[src/rtl/shake_pkg.sv]
// shake_pkg: shared constants and the rate block serializer state encoding.
package shake_pkg;

    localparam int unsigned RATE_BITS        = 1088;
    localparam int unsigned RATE_BYTES       = RATE_BITS / 8;
    localparam int unsigned CHUNKS_PER_BLOCK = RATE_BYTES * 4;

    typedef enum logic [1:0] {
        StIdle    = 2'd0,
        StWaitBlk = 2'd1,
        StShift   = 2'd2,
        StDone    = 2'd3
    } ser_state_e;

endpackage

[src/rtl/rate_block_serializer.sv]
// rate_block_serializer: requests rate blocks and streams their bytes out as 2-bit chunks,
// byte 0 first and LSB-first within each byte, until the requested byte count is emitted.
// Optional: define RATE_SER_STATS_EN to add the blocks_used (blocks consumed) output.
module rate_block_serializer #(
    parameter int unsigned RATE_BITS = shake_pkg::RATE_BITS,
    parameter int unsigned LEN_W     = 16
) (
    input  logic                 clk,
    input  logic                 reset,
    input  logic                 start,
    input  logic [LEN_W-1:0]     out_bytes,
    input  logic [RATE_BITS-1:0] block_in,
    input  logic                 block_valid,
    output logic                 block_ready,
    output logic [1:0]           serial_out,
    output logic                 serial_valid,
    input  logic                 serial_ready,
    output logic                 serial_last,
    output logic                 done
`ifdef RATE_SER_STATS_EN
    ,
    output logic [7:0]           blocks_used
`endif
);
    import shake_pkg::*;

    localparam int unsigned NumBytes = RATE_BITS / 8;
    localparam int unsigned IdxW     = (NumBytes > 1) ? $clog2(NumBytes) : 1;

    ser_state_e           state_q, state_d;
    logic [LEN_W-1:0]     remaining_q, remaining_d;
    logic [IdxW-1:0]      byte_idx_q, byte_idx_d;
    logic [1:0]           chunk_cnt_q, chunk_cnt_d;
    logic [RATE_BITS-1:0] shift_q, shift_d;

    logic start_accept;
    logic blk_xfer;
    logic last_byte;

    assign start_accept = start && ((state_q == StIdle) || (state_q == StDone));
    assign blk_xfer     = (state_q == StWaitBlk) && block_valid;
    assign last_byte    = (byte_idx_q == IdxW'(NumBytes - 1));

    // State, counters and shift register, synchronously cleared by reset.
    always_ff @(posedge clk) begin
        if (reset) begin
            state_q     <= StIdle;
            remaining_q <= '0;
            byte_idx_q  <= '0;
            chunk_cnt_q <= '0;
            shift_q     <= '0;
        end else begin
            state_q     <= state_d;
            remaining_q <= remaining_d;
            byte_idx_q  <= byte_idx_d;
            chunk_cnt_q <= chunk_cnt_d;
            shift_q     <= shift_d;
        end
    end

    // Next-state: latch request, load blocks, step chunks and bytes.
    always_comb begin
        state_d     = state_q;
        remaining_d = remaining_q;
        byte_idx_d  = byte_idx_q;
        chunk_cnt_d = chunk_cnt_q;
        shift_d     = shift_q;
        unique case (state_q)
            StIdle, StDone: begin
                if (start_accept) begin
                    remaining_d = out_bytes;
                    state_d     = (out_bytes == '0) ? StDone : StWaitBlk;
                end
            end
            StWaitBlk: begin
                if (blk_xfer) begin
                    shift_d     = block_in;
                    byte_idx_d  = '0;
                    chunk_cnt_d = '0;
                    state_d     = StShift;
                end
            end
            StShift: begin
                if (serial_ready) begin
                    shift_d     = shift_q >> 2;
                    chunk_cnt_d = chunk_cnt_q + 2'd1;
                    if (chunk_cnt_q == 2'd3) begin
                        // remaining is never 0 here: SHIFT is only entered with bytes owed
                        remaining_d = remaining_q - LEN_W'(1);
                        if (remaining_q == LEN_W'(1)) begin
                            state_d    = StDone;
                            byte_idx_d = '0;
                        end else if (last_byte) begin
                            state_d    = StWaitBlk;
                            byte_idx_d = '0;
                        end else begin
                            byte_idx_d = byte_idx_q + IdxW'(1);
                        end
                    end
                end
            end
            default: state_d = StIdle;
        endcase
    end

    // Outputs decoded from state; serial_out forced low when not valid.
    always_comb begin
        block_ready  = (state_q == StWaitBlk);
        serial_valid = (state_q == StShift);
        serial_out   = serial_valid ? shift_q[1:0] : 2'b00;
        serial_last  = serial_valid && (remaining_q == LEN_W'(1)) && (chunk_cnt_q == 2'd3);
        done         = (state_q == StDone);
    end

`ifdef RATE_SER_STATS_EN
    logic [7:0] blocks_used_q;

    // Blocks consumed by the current request, saturating at 255.
    always_ff @(posedge clk) begin
        if (reset) begin
            blocks_used_q <= '0;
        end else if (start_accept) begin
            blocks_used_q <= '0;
        end else if (blk_xfer && (blocks_used_q != 8'hFF)) begin
            blocks_used_q <= blocks_used_q + 8'd1;
        end
    end

    assign blocks_used = blocks_used_q;
`endif

endmodule

[config.mk]
export PLATFORM = sky130hd
export DESIGN_NAME = rate_block_serializer
export DESIGN_NICKNAME = d
export VERILOG_FILES = /design/src/rtl/shake_pkg.sv /design/src/rtl/rate_block_serializer.sv
export SDC_FILE = /design/constraint.sdc
export NUM_CORES = 2
export LEC_CHECK = 0
export CORE_AREA = 4 4 431 433
export CTS_CLUSTER_SIZE = 20
export DETAILED_ROUTE_END_ITERATION = 6
export DIE_AREA = 0 0 435 437
export PLACE_DENSITY = 0.59
export SLEW_MARGIN = 20
export SYNTH_ARGS = -nofsm -noshare
export SYNTH_HDL_FRONTEND = slang
export SYNTH_SLANG_ARGS = --single-unit
[constraint.sdc]
create_clock -name clk -period 4.6 [get_ports clk]
set_clock_uncertainty 0.2 [all_clocks]
set_input_delay 0.46 -clock clk [delete_from_list [all_inputs] [get_ports clk]]
set_output_delay 0.46 -clock clk [all_outputs]
set_load 0.01 [all_outputs]
==> tab_implementation.tex <==
\begin{tabular}{lr}
\hline
Metric & Value \\
\hline
\multicolumn{2}{l}{\textbf{Outcome}} \\
Run status & finished, final reports clean \\
\multicolumn{2}{l}{\textbf{STA}} \\
Headroom to the max-slew limit & 31.6\% \\
Count of final hold-check violations & 0 \\
Worst-case hold slack & 0.102 ns \\
Final TNS setup & 0 ns \\
Total count of max-transition violations in the final report & 0 \\
Fmax & 254 MHz \\
Final worst slack & 0.666 ns \\
Final critical-path share of the clock period & 85.5\% \\
Setup Viol. Count Final & 0 \\
Setup repair after global routing missed its margin & no \\
Worst-Margin Slew & 1.03 ns \\
Time the final worst path needs with I/O delays and setup & 3.93 ns \\
\multicolumn{2}{l}{\textbf{Placement}} \\
Final weighted congestion of routability-driven global placement & 0.897 \\
Worst Setup Slack post-DPL & 1.20 ns \\
Placed Cells & 8,154 \\
Input/output buffers & 1,114 \\
Dpl hpwl & 121,000 µm \\
\multicolumn{2}{l}{\textbf{Final layout}} \\
Area grow syn2layout & 36.0\% \\
Final Non-Filler Cells & 8,462 \\
Sequential cell area in the final layout & 22,300 µm² \\
Number of fillers in the final layout & 18,300 \\
Area of combinational cells with multiple inputs & 24,400 µm² \\
Fraction of final layout cells sized beyond drive strength 1 & 5.01\% \\
Post-layout nets & 7,026 \\
\multicolumn{2}{l}{\textbf{Detailed routing}} \\
Average wire per cell in the routed design & 19.9 µm \\
First-pass iteration count of the detailed router & 5 \\
Antenna-violating nets left & 0 \\
Residual DRC & 0 \\
Total Routed Length & 168,000 µm \\
Initial DRC count & 2,352 \\
Via count normalized by instance count & 4.78 \\
Count of vias placed by the detailed router & 40,400 \\
\multicolumn{2}{l}{\textbf{Global route}} \\
First-pass GRT wire length & 246,000 µm \\
Largest net degree at the start of global routing & 227 \\
Global Route Usage Sum & 16.8\% \\
Number of global-route vias before repair & 38,800 \\
Overflow left after global routing & 0 \\
Antenna violations before repair & 91 \\
\multicolumn{2}{l}{\textbf{Yosys}} \\
Async set-reset flop share out of synthesis & 0\% \\
Synthesis-stage register bit count & 1,116 \\
Cell accounting for the most synthesized area & sky130\_fd\_sc\_hd\_\_dfxtp\_1 \\
Distinct cell type count of the synthesized netlist & 53 \\
Fraction of synthesized cell area taken by the top area cell type & 45.7\% \\
Main area contributors after synthesis & sky130\_fd\_sc\_hd\_\_dfxtp\_1, sky130\_fd\_sc\_hd\_\_mux2i\_1, sky130\_fd\_sc\_hd\_\_a211oi\_1 \\
Cell area after technology mapping & 48,900 µm² \\
Net count after synthesis & 6,190 \\
Register area share after synthesis & 45.7\% \\
Synthesized instance count & 5,073 \\
Main flop type after synthesis & sky130\_fd\_sc\_hd\_\_dfxtp\_1 \\
Synth warnings & 0 \\
Syn avg cell area & 9.64 µm² \\
Number of flops mapped to enable cells by yosys & 0 \\
\multicolumn{2}{l}{\textbf{Critical path}} \\
Element type at the critical path start & flop \\
Bufs and invs on worst path & 4 \\
Worst path cell trace & inv\_1 -> ha\_4 -> buf\_12 -> buf\_4 -> and2\_1 -> clkdlybuf4s50\_1 \\
Max stage delay on crit path & 0.61 ns \\
Worst Path Required & 3.94 ns \\
CP endpoint kind & output pin \\
Data arrival at the endpoint of the critical path & 3.27 ns \\
Master of the slowest instance on the critical path & sky130\_fd\_sc\_hd\_\_ha\_4 \\
Classification of the worst setup path & flop to output pin \\
Maximum fanout along the worst path & 38 \\
Cell family with most CP delay & buffers and inverters \\
\multicolumn{2}{l}{\textbf{Clock tree}} \\
H-tree levels & 4 \\
Clk root buf & sky130\_fd\_sc\_hd\_\_clkbuf\_16 \\
Sinks on Clock Net & 1,116 \\
Insertion delay to the later sink of the worst-skew pair & 0.78 ns \\
Clock buffer count from CTS & 135 \\
Clock-pin slew on the worst setup and hold paths & 0.06 ns \\
TritonCTS clock tree & done \\
Number of buffers inserted to repair setup after CTS & 0 \\
Max clock buf depth & 3 \\
\multicolumn{2}{l}{\textbf{Power}} \\
Pwr Total & 40.4 mW \\
Internal power summed over all cells & 26.3 mW \\
Static power due to leakage & 21.8 nW \\
Power per unit of standard cell area & 608 nW/µm² \\
Maximum ir drop on the vdd rail & 0.379 mV \\
Sw Pwr & 14.2 mW \\
Combinational power share & 33.2\% \\
Share of total power in sequential cells & 40.2\% \\
Clk pwr share & 26.5\% \\
Switching fraction of total power & 35.0\% \\
\multicolumn{2}{l}{\textbf{Floorplan}} \\
Core Area & 182,000 µm² \\
Count of standard-cell rows & 157 \\
Full die area & 190,000 µm² \\
Starting Density & 26.9\% \\
Number of primary I/O pins & 1,115 \\
Vertical extent of the die & 437 µm \\
Die extent in x & 435 µm \\
\multicolumn{2}{l}{\textbf{Hold path}} \\
Class of the worst hold path & input pin to flop \\
\multicolumn{2}{l}{\textbf{Flow run}} \\
Max-cap check violation count & 0 \\
\hline
\end{tabular}
-- flip-flops by register name (all words and copies together), names as in the netlist --
register,cells
shift_q,1088
remaining_q,16
byte_idx_q,8
chunk_cnt_q,2
state_q,2
-- power groups by stage --
stage / clock [mW] / sequential, mW / combinational (mW)
after floorplan: 0 / 15.5 / 10.6
after global placement: 0 / 16.3 / 13.1
after detailed placement: 0 / 16.4 / 13.5
after CTS: 11.1 / 16.3 / 13.5
after global routing: 11.5 / 16.7 / 15.1
final: 10.7 / 16.3 / 13.4
-- cells by family after synthesis --
kind of cell	share of synthesized area, %
compound gates	17.6
mux	22.3
fa+ha+maj	0.205
buf+inv	4.51
flops	45.7
simple gates	9.64
-- layout make-up --
class                      count  share of cell area, %
clock inverter                33                  0.640
multi-input combinational   3453                   36.6
sequential                  1116                   33.6
clock buffer                 206                   6.09
inverter                       9                 0.0508
antenna                       66                  0.248
timing repair buffer        1194                   18.3
tap                         2385                   4.49
-- through the flow --
stage	utilization, %	instance area [µm²]
2_1_floorplan	-	48900
6_report	36.5	66500
5_1_grt	36.5	66500
3_5_place_dp	34.0	61800
4_1_cts	36.4	66300
3_3_place_gp	34.0	61800
-- synth_stat cells, types with 6 or more instances --
cell type	instances
sky130_fd_sc_hd__a211oi_1	1092
sky130_fd_sc_hd__a21oi_1	22
sky130_fd_sc_hd__a31oi_1	8
sky130_fd_sc_hd__buf_1	35
sky130_fd_sc_hd__buf_2	251
sky130_fd_sc_hd__clkbuf_1	209
sky130_fd_sc_hd__dfxtp_1	1116
sky130_fd_sc_hd__ha_1	8
sky130_fd_sc_hd__inv_1	9
sky130_fd_sc_hd__mux2i_1	1089
sky130_fd_sc_hd__nand2_1	21
sky130_fd_sc_hd__nand3_1	7
sky130_fd_sc_hd__nand4_1	6
sky130_fd_sc_hd__nor2_1	1107
sky130_fd_sc_hd__nor3_1	11
sky130_fd_sc_hd__nor4_1	6
sky130_fd_sc_hd__o21ai_0	11
-- cells in the final DEF, fill, tap and decap left out, types with 5 or more instances in the layout --
cell,synthesis,routed
sky130_fd_sc_hd__buf_12,0,29
sky130_fd_sc_hd__or3_1,5,5
sky130_fd_sc_hd__ha_1,8,7
sky130_fd_sc_hd__nor2_1,1107,1107
sky130_fd_sc_hd__nand3_1,7,7
sky130_fd_sc_hd__mux2i_1,1089,1089
sky130_fd_sc_hd__diode_2,0,66
sky130_fd_sc_hd__buf_4,0,48
sky130_fd_sc_hd__a21oi_1,22,21
sky130_fd_sc_hd__a211oi_1,1092,1092
sky130_fd_sc_hd__clkdlybuf4s50_1,0,1113
sky130_fd_sc_hd__clkinv_2,0,16
sky130_fd_sc_hd__inv_1,9,9
sky130_fd_sc_hd__o21ai_0,11,11
sky130_fd_sc_hd__dfxtp_1,1116,1116
sky130_fd_sc_hd__clkbuf_8,0,34
sky130_fd_sc_hd__clkbuf_1,209,34
sky130_fd_sc_hd__nand4_1,6,6
sky130_fd_sc_hd__clkbuf_16,0,138
sky130_fd_sc_hd__nand2_1,21,21
sky130_fd_sc_hd__nor4_1,6,6
sky130_fd_sc_hd__a31oi_1,8,8
sky130_fd_sc_hd__nor3_1,11,11
-- repair_timing --
| item | in CTS | in global routing |
|---|---|---|
| resized for setup | 0 | 0 |
| hold buffers | 2 | 0 |
| endpoints found under the hold margin | 3 | 0 |
-- routing by layer --
metal / part of all wire [%] / vias to the layer above / global-route usage, %
met1: 42 / 18800 / 20.5
met5: 0.15 / - / 0
met4: 3.1 / 40 / 7.27
li1: - / 20400 / -
met3: 6.2 / 274 / 4.95
met2: 48 / 906 / 27.3
-- worst min-delay path, stage by stage --
cell and delay (ns):
sky130_fd_sc_hd__clkdlybuf4s50_1 0.45, sky130_fd_sc_hd__a22oi_1 0.06, sky130_fd_sc_hd__nor2_1 0.08
-- worst paths after layout --
kind                                   start                         end  slack, ns  cells after the start
setup reg to reg     state_q[0]$_SDFFE_PP0P_   shift_q[938]$_SDFFE_PP0P_       1.21                      9
setup / recovery     state_q[0]$_SDFFE_PP0P_               serial_out[0]       0.67                      6
hold reg to reg   byte_idx_q[1]$_SDFFE_PP0P_  byte_idx_q[1]$_SDFFE_PP0P_       0.28                      2
hold / removal                block_in[1087]  shift_q[1087]$_SDFFE_PP0P_       0.10                      3
No activity file was read; power rests on OpenSTA's default activity.
